$ cat config.mk
export PLATFORM = sky130hd
export DESIGN_NAME = pipelined_datapath
export DESIGN_NICKNAME = d
export VERILOG_FILES = /design/src/rtl/datapath_pkg.sv /design/src/rtl/register_file_p.sv /design/src/rtl/pipelined_datapath.sv
export SDC_FILE = /design/constraint.sdc
export NUM_CORES = 1
export LEC_CHECK = 0
export ABC_AREA = 1
export BUFFER_PORTS_ARGS = -buffer_cell sky130_fd_sc_hd__buf_2
export CORE_MARGIN = 2
export CORE_UTILIZATION = 52
export CTS_BUF_LIST = sky130_fd_sc_hd__clkbuf_2 sky130_fd_sc_hd__clkbuf_4 sky130_fd_sc_hd__clkbuf_8
export DETAILED_ROUTE_END_ITERATION = 6
export HOLD_SLACK_MARGIN = 0.12
export PLACE_DENSITY_LB_ADDON = 0.1
export SLEW_MARGIN = 10
export SYNTH_ARGS = -nofsm -noshare
export SYNTH_HDL_FRONTEND = slang
export SYNTH_SLANG_ARGS = --single-unit
$ cat constraint.sdc
create_clock -name clk -period 3.62 [get_ports clk]
set_clock_uncertainty 0.1 [all_clocks]
set_input_delay 0.543 -clock clk [delete_from_list [all_inputs] [get_ports clk]]
set_output_delay 0.543 -clock clk [all_outputs]
set_load 0.03 [all_outputs]
$ cat src/rtl/datapath_pkg.sv
// rtl/datapath_pkg.sv - opcode encoding and opcode classification helpers for the datapath
package datapath_pkg;

  typedef enum logic [3:0] {
    OP_ADD = 4'h0,
    OP_SUB = 4'h1,
    OP_AND = 4'h2,
    OP_OR  = 4'h3,
    OP_XOR = 4'h4,
    OP_NOT = 4'h5,
    OP_SHL = 4'h6,
    OP_SHR = 4'h7,
    OP_ADC = 4'h8,
    OP_SBB = 4'h9,
    OP_INC = 4'hA,
    OP_LDI = 4'hB,
    OP_MOV = 4'hC,
    OP_MUL = 4'hD,
    OP_CMP = 4'hE,
    OP_NOP = 4'hF
  } opcode_t;

  typedef enum logic {
    MUL_IDLE = 1'b0,
    MUL_RUN  = 1'b1
  } mul_state_t;

  function automatic logic op_writes_reg(input opcode_t op);
    return !(op == OP_CMP || op == OP_NOP);
  endfunction

  function automatic logic op_is_multicycle(input opcode_t op);
    return op == OP_MUL;
  endfunction

endpackage

$ cat src/rtl/register_file_p.sv
// rtl/register_file_p.sv - sync-reset register array with two read ports, a debug read port and one write port
module register_file_p
  import datapath_pkg::*;
#(
  parameter int DATA_W   = 8,
  parameter int NUM_REGS = 8,
  parameter int SEL_W    = $clog2(NUM_REGS)
) (
  input  logic              clk,
  input  logic              reset,
  input  logic [SEL_W-1:0]  i_rd_sel1,
  output logic [DATA_W-1:0] o_rd_data1,
  input  logic [SEL_W-1:0]  i_rd_sel2,
  output logic [DATA_W-1:0] o_rd_data2,
  input  logic [SEL_W-1:0]  i_dbg_sel,
  output logic [DATA_W-1:0] o_dbg_data,
  input  logic              i_wr_en,
  input  logic [SEL_W-1:0]  i_wr_sel,
  input  logic [DATA_W-1:0] i_wr_data
);

  logic [DATA_W-1:0] r_regs [NUM_REGS];

  always_ff @(posedge clk) begin
    if (reset) begin
      for (int i = 0; i < NUM_REGS; i++) r_regs[i] <= '0;
    end else if (i_wr_en) begin
      r_regs[i_wr_sel] <= i_wr_data;
    end
  end

  assign o_rd_data1 = r_regs[i_rd_sel1];
  assign o_rd_data2 = r_regs[i_rd_sel2];
  assign o_dbg_data = r_regs[i_dbg_sel];

endmodule

$ cat src/rtl/pipelined_datapath.sv
// rtl/pipelined_datapath.sv - two-stage register-file + ALU datapath with forwarding and iterative multiplier
module pipelined_datapath
  import datapath_pkg::*;
#(
  parameter int DATA_W   = 8,
  parameter int NUM_REGS = 8,
  parameter int SEL_W    = $clog2(NUM_REGS)
) (
  input  logic              clk,
  input  logic              reset,
  input  logic              instr_valid,
  output logic              instr_ready,
  input  logic [3:0]        opcode,
  input  logic [SEL_W-1:0]  read_sel1,
  input  logic [SEL_W-1:0]  read_sel2,
  input  logic [SEL_W-1:0]  write_sel,
  input  logic [DATA_W-1:0] imm,
  output logic [DATA_W-1:0] result,
  output logic              result_valid,
  output logic              zero_flag,
  output logic              carry_flag,
  input  logic [SEL_W-1:0]  dbg_sel,
  output logic [DATA_W-1:0] dbg_data
);

  localparam int CNT_W = $clog2(DATA_W);
  localparam logic [CNT_W-1:0] LAST_CNT = CNT_W'(DATA_W - 1);

  opcode_t           w_op;
  logic              w_accept;
  logic [DATA_W-1:0] w_rf_rd1, w_rf_rd2, w_op1, w_op2;

  logic              r_ex_valid;
  opcode_t           r_ex_op;
  logic [DATA_W-1:0] r_ex_a, r_ex_b;
  logic [SEL_W-1:0]  r_ex_wsel;

  mul_state_t          r_mul_state, w_mul_state_next;
  logic [CNT_W-1:0]    r_mul_cnt;
  logic [2*DATA_W-1:0] r_mul_acc, r_mul_mcand, w_mul_acc_next;
  logic [DATA_W-1:0]   r_mul_mplier;
  logic                w_mul_busy, w_mul_done;

  logic [DATA_W-1:0] w_alu_res;
  logic              w_alu_c;
  logic              w_ex_done, w_wb_we;

  logic [DATA_W-1:0] r_result;
  logic              r_result_valid, r_z, r_c;

  assign w_op     = opcode_t'(opcode);
  assign w_accept = instr_valid & instr_ready;

  register_file_p #(
    .DATA_W  (DATA_W),
    .NUM_REGS(NUM_REGS),
    .SEL_W   (SEL_W)
  ) u_rf (
    .clk       (clk),
    .reset     (reset),
    .i_rd_sel1 (read_sel1),
    .o_rd_data1(w_rf_rd1),
    .i_rd_sel2 (read_sel2),
    .o_rd_data2(w_rf_rd2),
    .i_dbg_sel (dbg_sel),
    .o_dbg_data(dbg_data),
    .i_wr_en   (w_wb_we),
    .i_wr_sel  (r_ex_wsel),
    .i_wr_data (w_alu_res)
  );

  // Forward the op retiring on this edge so back-to-back dependents see its result.
  assign w_op1 = (w_wb_we && r_ex_wsel == read_sel1) ? w_alu_res : w_rf_rd1;
  assign w_op2 = (w_wb_we && r_ex_wsel == read_sel2) ? w_alu_res : w_rf_rd2;

  always_ff @(posedge clk) begin
    if (reset) begin
      r_mul_state <= MUL_IDLE;
    end else begin
      r_mul_state <= w_mul_state_next;
    end
  end

  always_comb begin
    w_mul_state_next = r_mul_state;
    case (r_mul_state)
      MUL_IDLE: if (w_accept && op_is_multicycle(w_op)) w_mul_state_next = MUL_RUN;
      MUL_RUN: begin
        if (w_accept && op_is_multicycle(w_op)) w_mul_state_next = MUL_RUN;
        else if (r_mul_cnt == LAST_CNT)         w_mul_state_next = MUL_IDLE;
      end
      default: w_mul_state_next = MUL_IDLE;
    endcase
  end

  // Issue reopens during the last iteration so the next op lands on the completion edge.
  always_comb begin
    w_mul_busy = 1'b0;
    w_mul_done = 1'b0;
    if (r_mul_state == MUL_RUN) begin
      w_mul_busy = (r_mul_cnt != LAST_CNT);
      w_mul_done = (r_mul_cnt == LAST_CNT);
    end
  end

  assign w_mul_acc_next = r_mul_acc + (r_mul_mplier[0] ? r_mul_mcand : '0);

  always_ff @(posedge clk) begin
    if (reset) begin
      r_mul_cnt    <= '0;
      r_mul_acc    <= '0;
      r_mul_mcand  <= '0;
      r_mul_mplier <= '0;
    end else if (w_accept && op_is_multicycle(w_op)) begin
      r_mul_cnt    <= '0;
      r_mul_acc    <= '0;
      r_mul_mcand  <= {{DATA_W{1'b0}}, w_op1};
      r_mul_mplier <= w_op2;
    end else if (r_mul_state == MUL_RUN && !w_mul_done) begin
      r_mul_cnt    <= r_mul_cnt + 1'b1;
      r_mul_acc    <= w_mul_acc_next;
      r_mul_mcand  <= r_mul_mcand << 1;
      r_mul_mplier <= r_mul_mplier >> 1;
    end
  end

  assign instr_ready = !reset && !w_mul_busy;
  assign w_ex_done   = r_ex_valid && (!op_is_multicycle(r_ex_op) || w_mul_done);
  assign w_wb_we     = w_ex_done && op_writes_reg(r_ex_op);

  always_ff @(posedge clk) begin
    if (reset) begin
      r_ex_valid <= 1'b0;
      r_ex_op    <= OP_NOP;
      r_ex_a     <= '0;
      r_ex_b     <= '0;
      r_ex_wsel  <= '0;
    end else if (w_accept) begin
      r_ex_valid <= 1'b1;
      r_ex_op    <= w_op;
      r_ex_a     <= w_op1;
      r_ex_b     <= (w_op == OP_LDI) ? imm : w_op2;
      r_ex_wsel  <= write_sel;
    end else if (w_ex_done) begin
      r_ex_valid <= 1'b0;
    end
  end

  always_comb begin
    w_alu_res = '0;
    w_alu_c   = 1'b0;
    case (r_ex_op)
      OP_ADD: {w_alu_c, w_alu_res} = {1'b0, r_ex_a} + {1'b0, r_ex_b};
      OP_ADC: {w_alu_c, w_alu_res} = {1'b0, r_ex_a} + {1'b0, r_ex_b} + {{DATA_W{1'b0}}, r_c};
      OP_SUB, OP_CMP: {w_alu_c, w_alu_res} = {1'b0, r_ex_a} - {1'b0, r_ex_b};
      OP_SBB: {w_alu_c, w_alu_res} = {1'b0, r_ex_a} - {1'b0, r_ex_b} - {{DATA_W{1'b0}}, r_c};
      OP_INC: {w_alu_c, w_alu_res} = {1'b0, r_ex_a} + (DATA_W + 1)'(1);
      OP_AND: w_alu_res = r_ex_a & r_ex_b;
      OP_OR:  w_alu_res = r_ex_a | r_ex_b;
      OP_XOR: w_alu_res = r_ex_a ^ r_ex_b;
      OP_NOT: w_alu_res = ~r_ex_a;
      OP_SHL: begin
        w_alu_res = {r_ex_a[DATA_W-2:0], 1'b0};
        w_alu_c   = r_ex_a[DATA_W-1];
      end
      OP_SHR: begin
        w_alu_res = {1'b0, r_ex_a[DATA_W-1:1]};
        w_alu_c   = r_ex_a[0];
      end
      OP_LDI: w_alu_res = r_ex_b;
      OP_MOV: w_alu_res = r_ex_a;
      OP_MUL: begin
        w_alu_res = w_mul_acc_next[DATA_W-1:0];
        w_alu_c   = |w_mul_acc_next[2*DATA_W-1:DATA_W];
      end
      default: ;
    endcase
  end

  always_ff @(posedge clk) begin
    if (reset) begin
      r_result       <= '0;
      r_result_valid <= 1'b0;
      r_z            <= 1'b0;
      r_c            <= 1'b0;
    end else begin
      r_result_valid <= 1'b0;
      if (w_ex_done && r_ex_op != OP_NOP) begin
        r_result       <= w_alu_res;
        r_result_valid <= 1'b1;
        r_z            <= (w_alu_res == '0);
        r_c            <= w_alu_c;
      end
    end
  end

  assign result       = r_result;
  assign result_valid = r_result_valid;
  assign zero_flag    = r_z;
  assign carry_flag   = r_c;

endmodule

Yosys cells after proc, flatten, opt, wreduce, memory -nomap -nowiden

Memory sizes are Yosys's and may differ from the RTL's.
Cells that the tools add are included.

Add/subtract/negate cells: 7
Equality and inequality tests: 22
Muxes and demuxes: 27
Bitwise logic cells: 6
Reductions and logical operators: 23

Operator list:

| operator                                      | count |
|---|---|
| case mux 8 bit (14 select lines)              | 1 |
| 2-to-1 mux 8 bit                              | 8 |
| == test 4 bit, second input constant          | 10 |
| adder 16 bit                                  | 1 |
| == test 4 x 3 -> 1 bit, second input constant | 4 |
| 2-to-1 mux 16 bit                             | 1 |
| OR reduction 8 bit                            | 2 |
| 2-to-1 mux 1 bit                              | 14 |
| adder 8 x 1 -> 9 bit, second input constant   | 1 |
| adder 8 x 8 -> 9 bit                          | 1 |
| adder 9 x 1 -> 9 bit                          | 1 |
| subtractor 8 x 8 -> 9 bit                     | 1 |
| subtractor 9 x 1 -> 9 bit                     | 1 |
| AND 8 bit                                     | 1 |
| == test 4 x 2 -> 1 bit, second input constant | 2 |
| logical AND 1 bit                             | 8 |
| logical NOT 8 bit                             | 1 |
| NOT 8 bit                                     | 1 |
| OR 8 bit                                      | 1 |
| case mux 1 bit (8 select lines)               | 1 |
| XOR 8 bit                                     | 1 |
| == test 3 bit                                 | 2 |
| logical NOT 1 bit                             | 5 |
| == test 4 x 1 -> 1 bit, second input constant | 1 |
| 12 further kinds                              | 15 |

Flip-flop bits (word level): 79
Memory bits (writable): 64
Bits of input ports: 27
Output and inout bits: 20
Logic and storage cells: 101
Memories: 1

Memory list:

| name        | words | width | read ports | clocked after memory_dff | wr ports | RTL line              | source |
|---|---|---|---|---|---|---|---|
| u_rf.r_regs | 8     | 8     | 3          | 0                        | 8        | register_file_p.sv:22 | `logic [DATA_W-1:0] r_regs [NUM_REGS];` |

Logic depth before layout (Yosys ltp)

Word-level depth: 10
Depth in mapped cells: 20
Gate-level depth less buffers: 18

Modules after synthesis

Synthesis repeated with hierarchy kept, for this count alone.

Cell total of the unflattened synthesis: 1835
Area, all modules: 11268.3 um2

By module, submodules not included:

| module             | instances | cells an instance | area an instance (um2) | sequential area each (um2) |
|---|---|---|---|---|
| pipelined_datapath | 1         | 1157              | 6725.2                 | 1581.5 |
| register_file_p    | 1         | 678               | 4543.1                 | 1921.8 |

Worst setup path before layout

No wires, ideal clock.

Path type: register to register
Start point: register r_ex_a[0]
End point: register r_ex_b[6]
Library setup time: 132 ps
Data arrival time: 2392 ps
Data required time: 3388 ps
Path slack: 996 ps
Stages on the path, launching flop included: 19
Buffers on the path: 1
Period minus slack after synthesis: 2624 ps
Path through: dfxtp_1 -> inv_1 -> ha_1 -> fa_1 -> ha_1 -> inv_1 -> nor2_1 -> nand3_1 -> nor2_1 -> nand2_1 -> nand2_1 -> nand2_1 -> nand2_1 -> nand3_2 -> buf_6 -> nand2_2 -> nand3_2 -> nand2_1 -> a21oi_1

Longest elaborated chain between the ends: 5
Elaborated cells on any way between the ends: 8
Classes of those cells: 5 x add/sub; 3 x mux

Ends and longest elaborated chain:

| item                                                              | RTL line                                             | source |
|---|---|---|
| from (decl)                                                       | pipelined_datapath.sv:35                             | `logic [DATA_W-1:0] r_ex_a, r_ex_b;` |
| from (signal assigned)                                            | pipelined_datapath.sv:141                            | `r_ex_a <= w_op1;` |
| subtractor 8 x 8 -> 9 bit or adder 8 x 8 -> 9 bit (tied branches) | n/a                                                  |  |
| subtractor 9 x 1 -> 9 bit or adder 9 x 1 -> 9 bit (tied branches) | pipelined_datapath.sv:156, pipelined_datapath.sv:154 |  |
| case mux 8 bit (14 select lines) *                                | pipelined_datapath.sv:152                            | `case (r_ex_op)` |
| 2-to-1 mux 8 bit *                                                | pipelined_datapath.sv:74                             | `assign w_op2 = (w_wb_we && r_ex_wsel == read_sel2) ? w_alu_res : w_rf_rd2;` |
| 2-to-1 mux 8 bit *                                                | pipelined_datapath.sv:142                            | `r_ex_b <= (w_op == OP_LDI) ? imm : w_op2;` |
| to (signal assigned)                                              | pipelined_datapath.sv:142                            |  |
| to (decl)                                                         | pipelined_datapath.sv:35                             |  |

Every way passes the cells marked *; elsewhere a longest branch is shown, timed or not.
A chain may end at the register's enable or synchronous reset.

Final worst setup path

Start point: register r_ex_a[6]
End point: register r_mul_mcand[7]

Longest elaborated chain between the ends: 5
Elaborated cells on any way between the ends: 8
Classes of those cells: 5 x add/sub; 3 x mux

Ends and longest elaborated chain:

| item                                                              | RTL line                                             | source |
|---|---|---|
| subtractor 8 x 8 -> 9 bit or adder 8 x 8 -> 9 bit (tied branches) | n/a                                                  |  |
| subtractor 9 x 1 -> 9 bit or adder 9 x 1 -> 9 bit (tied branches) | pipelined_datapath.sv:156, pipelined_datapath.sv:154 |  |
| case mux 8 bit (14 select lines) *                                | pipelined_datapath.sv:152                            |  |
| 2-to-1 mux 8 bit *                                                | pipelined_datapath.sv:73                             | `assign w_op1 = (w_wb_we && r_ex_wsel == read_sel1) ? w_alu_res : w_rf_rd1;` |
| 2-to-1 mux 8 bit *                                                | pipelined_datapath.sv:114                            | `end else if (w_accept && op_is_multicycle(w_op)) begin` |
| to (signal assigned)                                              | pipelined_datapath.sv:117                            | `r_mul_mcand <= {{DATA_W{1'b0}}, w_op1};` |
| to (signal assigned)                                              | pipelined_datapath.sv:122                            | `r_mul_mcand <= r_mul_mcand << 1;` |
| to (decl)                                                         | pipelined_datapath.sv:40                             | `logic [2*DATA_W-1:0] r_mul_acc, r_mul_mcand, w_mul_acc_next;` |

Marks and branches as above.

==> impl_results.md <==
- Tcrit/Tclk final: 91.7%
- Clk_lat worst skew: 0.46 ns
- Worst path most repeated cell: nand2_1
- Leakage power: roughly 5.5 nW
- Crit path buf inv count: 4
- Crit path time final: 3.32 ns
- TritonCTS Buffers: 17
- Pins Over Slew Limit: 0
- Status: finished clean
- Element type at the critical path start: register
- EDFF count, synth: between 60 and 70
- Port buffer count: 46
- Setup tns final: 0 ns
- Max clock buf depth: 2
- Max frequency: 301 MHz
- Max_slew headroom: 36.3%
- GPL Wtd Cong: between 0.9 and 1
- Fill cells: 2,032
- Unique masters post-synth: 46
- Worst-path maximum fanout: 8
- Synthesized flop and latch total: 143
- Drt drc: 0
- Post-CTS Setup Repair Bufs: 0
- Layout cells sized above 1: 9.07%
- Total clock sinks: ~140
- Worst hold slack: 0.224 ns
- RSZ-0062 raised after global routing: false
- Inst Count DP: between 1,500 and 2,000
- Post-layout util: 57.7%
- Seq/Total Area, Yosys: about 33%
- Initial Util: a little over half
- Most used flip-flop cell after synthesis: dfxtp_1
- ANT nets after route: 0
- Worst Tran Pin Value: about 0.95 ns
- Final setup viols: 0
- Area Overhead vs Synth: 8.73%
- Top post-synthesis cells by area: edfxtp_1 (18%), nand2_1 (15%), dfxtp_1 (15%)
- Synth Area per Inst: approximately 6.5 um^2
- Mapped Area: 10,700 um^2
- CP top delay family: simple AND/OR/NAND/NOR gates
- Worst IR Drop VDD: around 310 uV
- Initial DRC count: 999
- Clock slew at reported path FFs: 0.09 ns
- First-pass GRT wire length: 54,100 um
- Nets: 1,760
- Die Wd: 148 um
- Tot GR Track Use: approximately a third
- Vias in the first global route: 10,000
- GRT overflow: 0
- Hold Vio Cnt, Final: 0
- Vias/cell: 5.65
- H-tree level count: 4
- Critical path's largest stage delay: 0.55 ns
- Wire per inst: about 18 um
- CTS tree: done
- Setup CP Type: reg2reg
- Async set-reset flop share out of synthesis: 0%
- TritonRoute pass-1 iters: 6
- I/O pins: 47
- Initial antenna violation count: 2
- Crit path capture type: register
- Yosys top cell area share: 17.9%
- WP data arrival: between 3 and 4 ns
- Synth Instances: between 1,500 and 2,000
- Vias post-DR: 11,100
- Root Driver: clkbuf_8
- Routed WL: 34,900 um
- Top cells by count, synth: nand2_1 (429), inv_1 (211), nor2_1 (183)
- WP data required: 3.87 ns
- DP Wirelength: 26,500 um
- Die height: ~150 um
- Pwr Total: roughly 4.2 mW
- Post-Syn Nets: 1,736
- Largest net degree at the start of global routing: 46
- Cells along the critical path: inv_1 -> ha_1 -> inv_1 -> nand2_1 -> nand2_1 -> a21oi_1 -> nand2_1 -> nand2_1 -> nand2_1 -> inv_1 -> nor2_1 -> nor2_1 -> nand3_2 -> o21a_1 -> o21ai_0 -> inv_1
- Site Rows: 52
- Power Density: 361 nW/um^2
- Max_cap viols: 0
- Most frequent cell after synthesis: nand2_1
- DIE AREA: around 22,000 um^2
- Final Instance Count excl. Fillers: 1,968
- Leading area contributor after synthesis: edfxtp_1
- Yosys warnings: 0
- Core area: 20,200 um^2
- Slowest CP cell: dfxtp_1
- Hold Crit Class: in2reg
## worst reg2reg max path: stages, from the launching register on
cell	delay, ns
dfxtp_1	0.55
inv_1	0.20
ha_1	0.49
inv_1	0.13
nand2_1	0.07
nand2_1	0.05
a21oi_1	0.28
nand2_1	0.10
nand2_1	0.07
nand2_1	0.11
inv_1	0.09
nor2_1	0.04
nor2_1	0.12
nand3_2	0.28
o21a_1	0.32
o21ai_0	0.15
inv_1	0.06
## stage by stage
stage / area (um^2) / setup WS [ns]
3_3_place_gp: 11200 / 0.240
6_report: 11700 / 0.301
3_5_place_dp: 11200 / 0.233
5_1_grt: 11700 / 0.0690
4_1_cts: 11700 / 0.192
2_1_floorplan: 10700 / 0.996
## sequential cells by signal (all words and copies together) (netlist names)
register	cells
carry_flag	1
r_ex_a	8
r_ex_b	8
r_ex_op	4
r_ex_valid	1
r_ex_wsel	3
r_mul_acc	16
r_mul_cnt	3
r_mul_mcand	16
r_mul_mplier	8
r_mul_state	1
result	8
result_valid	1
u_rf.r_regs	64
zero_flag	1
## power by group
group / internal (mW) / total [mW] / switching [mW]
clock: 0.772 / 1.45 / 0.683
sequential: 1.74 / 1.81 / 0.0626
combinational: 0.268 / 0.957 / 0.689
total: 2.78 / 4.22 / 1.43
## placed cells by master, fill, tap and decap left out, types with 4 or more instances in the layout
master,instances
edfxtp_1,64
xnor2_1,8
dfxtp_1,79
a31oi_1,11
inv_2,13
ha_1,45
nand3_1,98
buf_4,27
bufinv_16,4
o31ai_1,4
nor3_1,8
nand3b_1,5
nand2_1,429
clkbuf_8,17
nand2_2,11
a21oi_1,131
o22ai_1,12
clkinv_4,4
nand3_2,4
nor2_1,182
o21ai_1,14
o21ai_0,174
o21a_1,8
o211ai_1,23
buf_2,46
nor2_4,5
inv_1,211
xor2_1,5
nand4_1,16
nor2_2,5
## area by class of cell
class                           instances  area (um^2)  share of cell area (%)
Multi-Input combinational cell       1222         6090                    52.2
Sequential cell                       143         3500                    30.0
Clock inverter                         14          205                    1.76
Tap cell                              270          338                    2.89
Clock buffer                           18          241                    2.07
Timing Repair Buffer                   73          433                    3.71
Antenna cell                            1         2.50                  0.0214
Inverter                              227          857                    7.34
## logic make-up after synthesis
kind of cell	after synthesis	synth area share [%]
AND/OR/NAND/NOR	775	30.4
AO/OA/AOI/OAI	385	19.3
buffers and inverters	295	10.7
flip-flops	143	32.6
adder cells (fa/ha/maj)	49	5.92
XOR/XNOR	13	1.06
## path summary, 6_finish.rpt
path                                      from                           end  slack [ns]  cells after the start
hold / removal                       opcode[1]       r_ex_op[1]$_SDFFE_PP1P_        0.22                      3
setup / recovery        r_ex_a[6]$_SDFFE_PP0P_   r_mul_mcand[7]$_SDFFE_PP0P_        0.30                     16
hold reg to reg   r_mul_mcand[15]$_SDFFE_PP0P_  r_mul_mcand[15]$_SDFFE_PP0P_        0.36                      2
setup reg to reg        r_ex_a[6]$_SDFFE_PP0P_   r_mul_mcand[7]$_SDFFE_PP0P_        0.30                     16
## timing repair
| action | 4_1_cts | 5_1_grt |
|---|---|---|
| hold buffers | 0 | 0 |
| setup endpoints to repair | 0 | 5 |
| resized for setup | 0 | 2 |
## layer usage
| metal | part of all wire (%) | GRT usage (%) |
|---|---|---|
| met1 | 44 | 45.5 |
| met2 | 42 | 46.5 |
| met3 | 11 | 7.28 |
| met4 | 3.7 | 13.5 |
| met5 | 0.034 | 0 |
No activity file was read; power rests on OpenSTA's default activity.
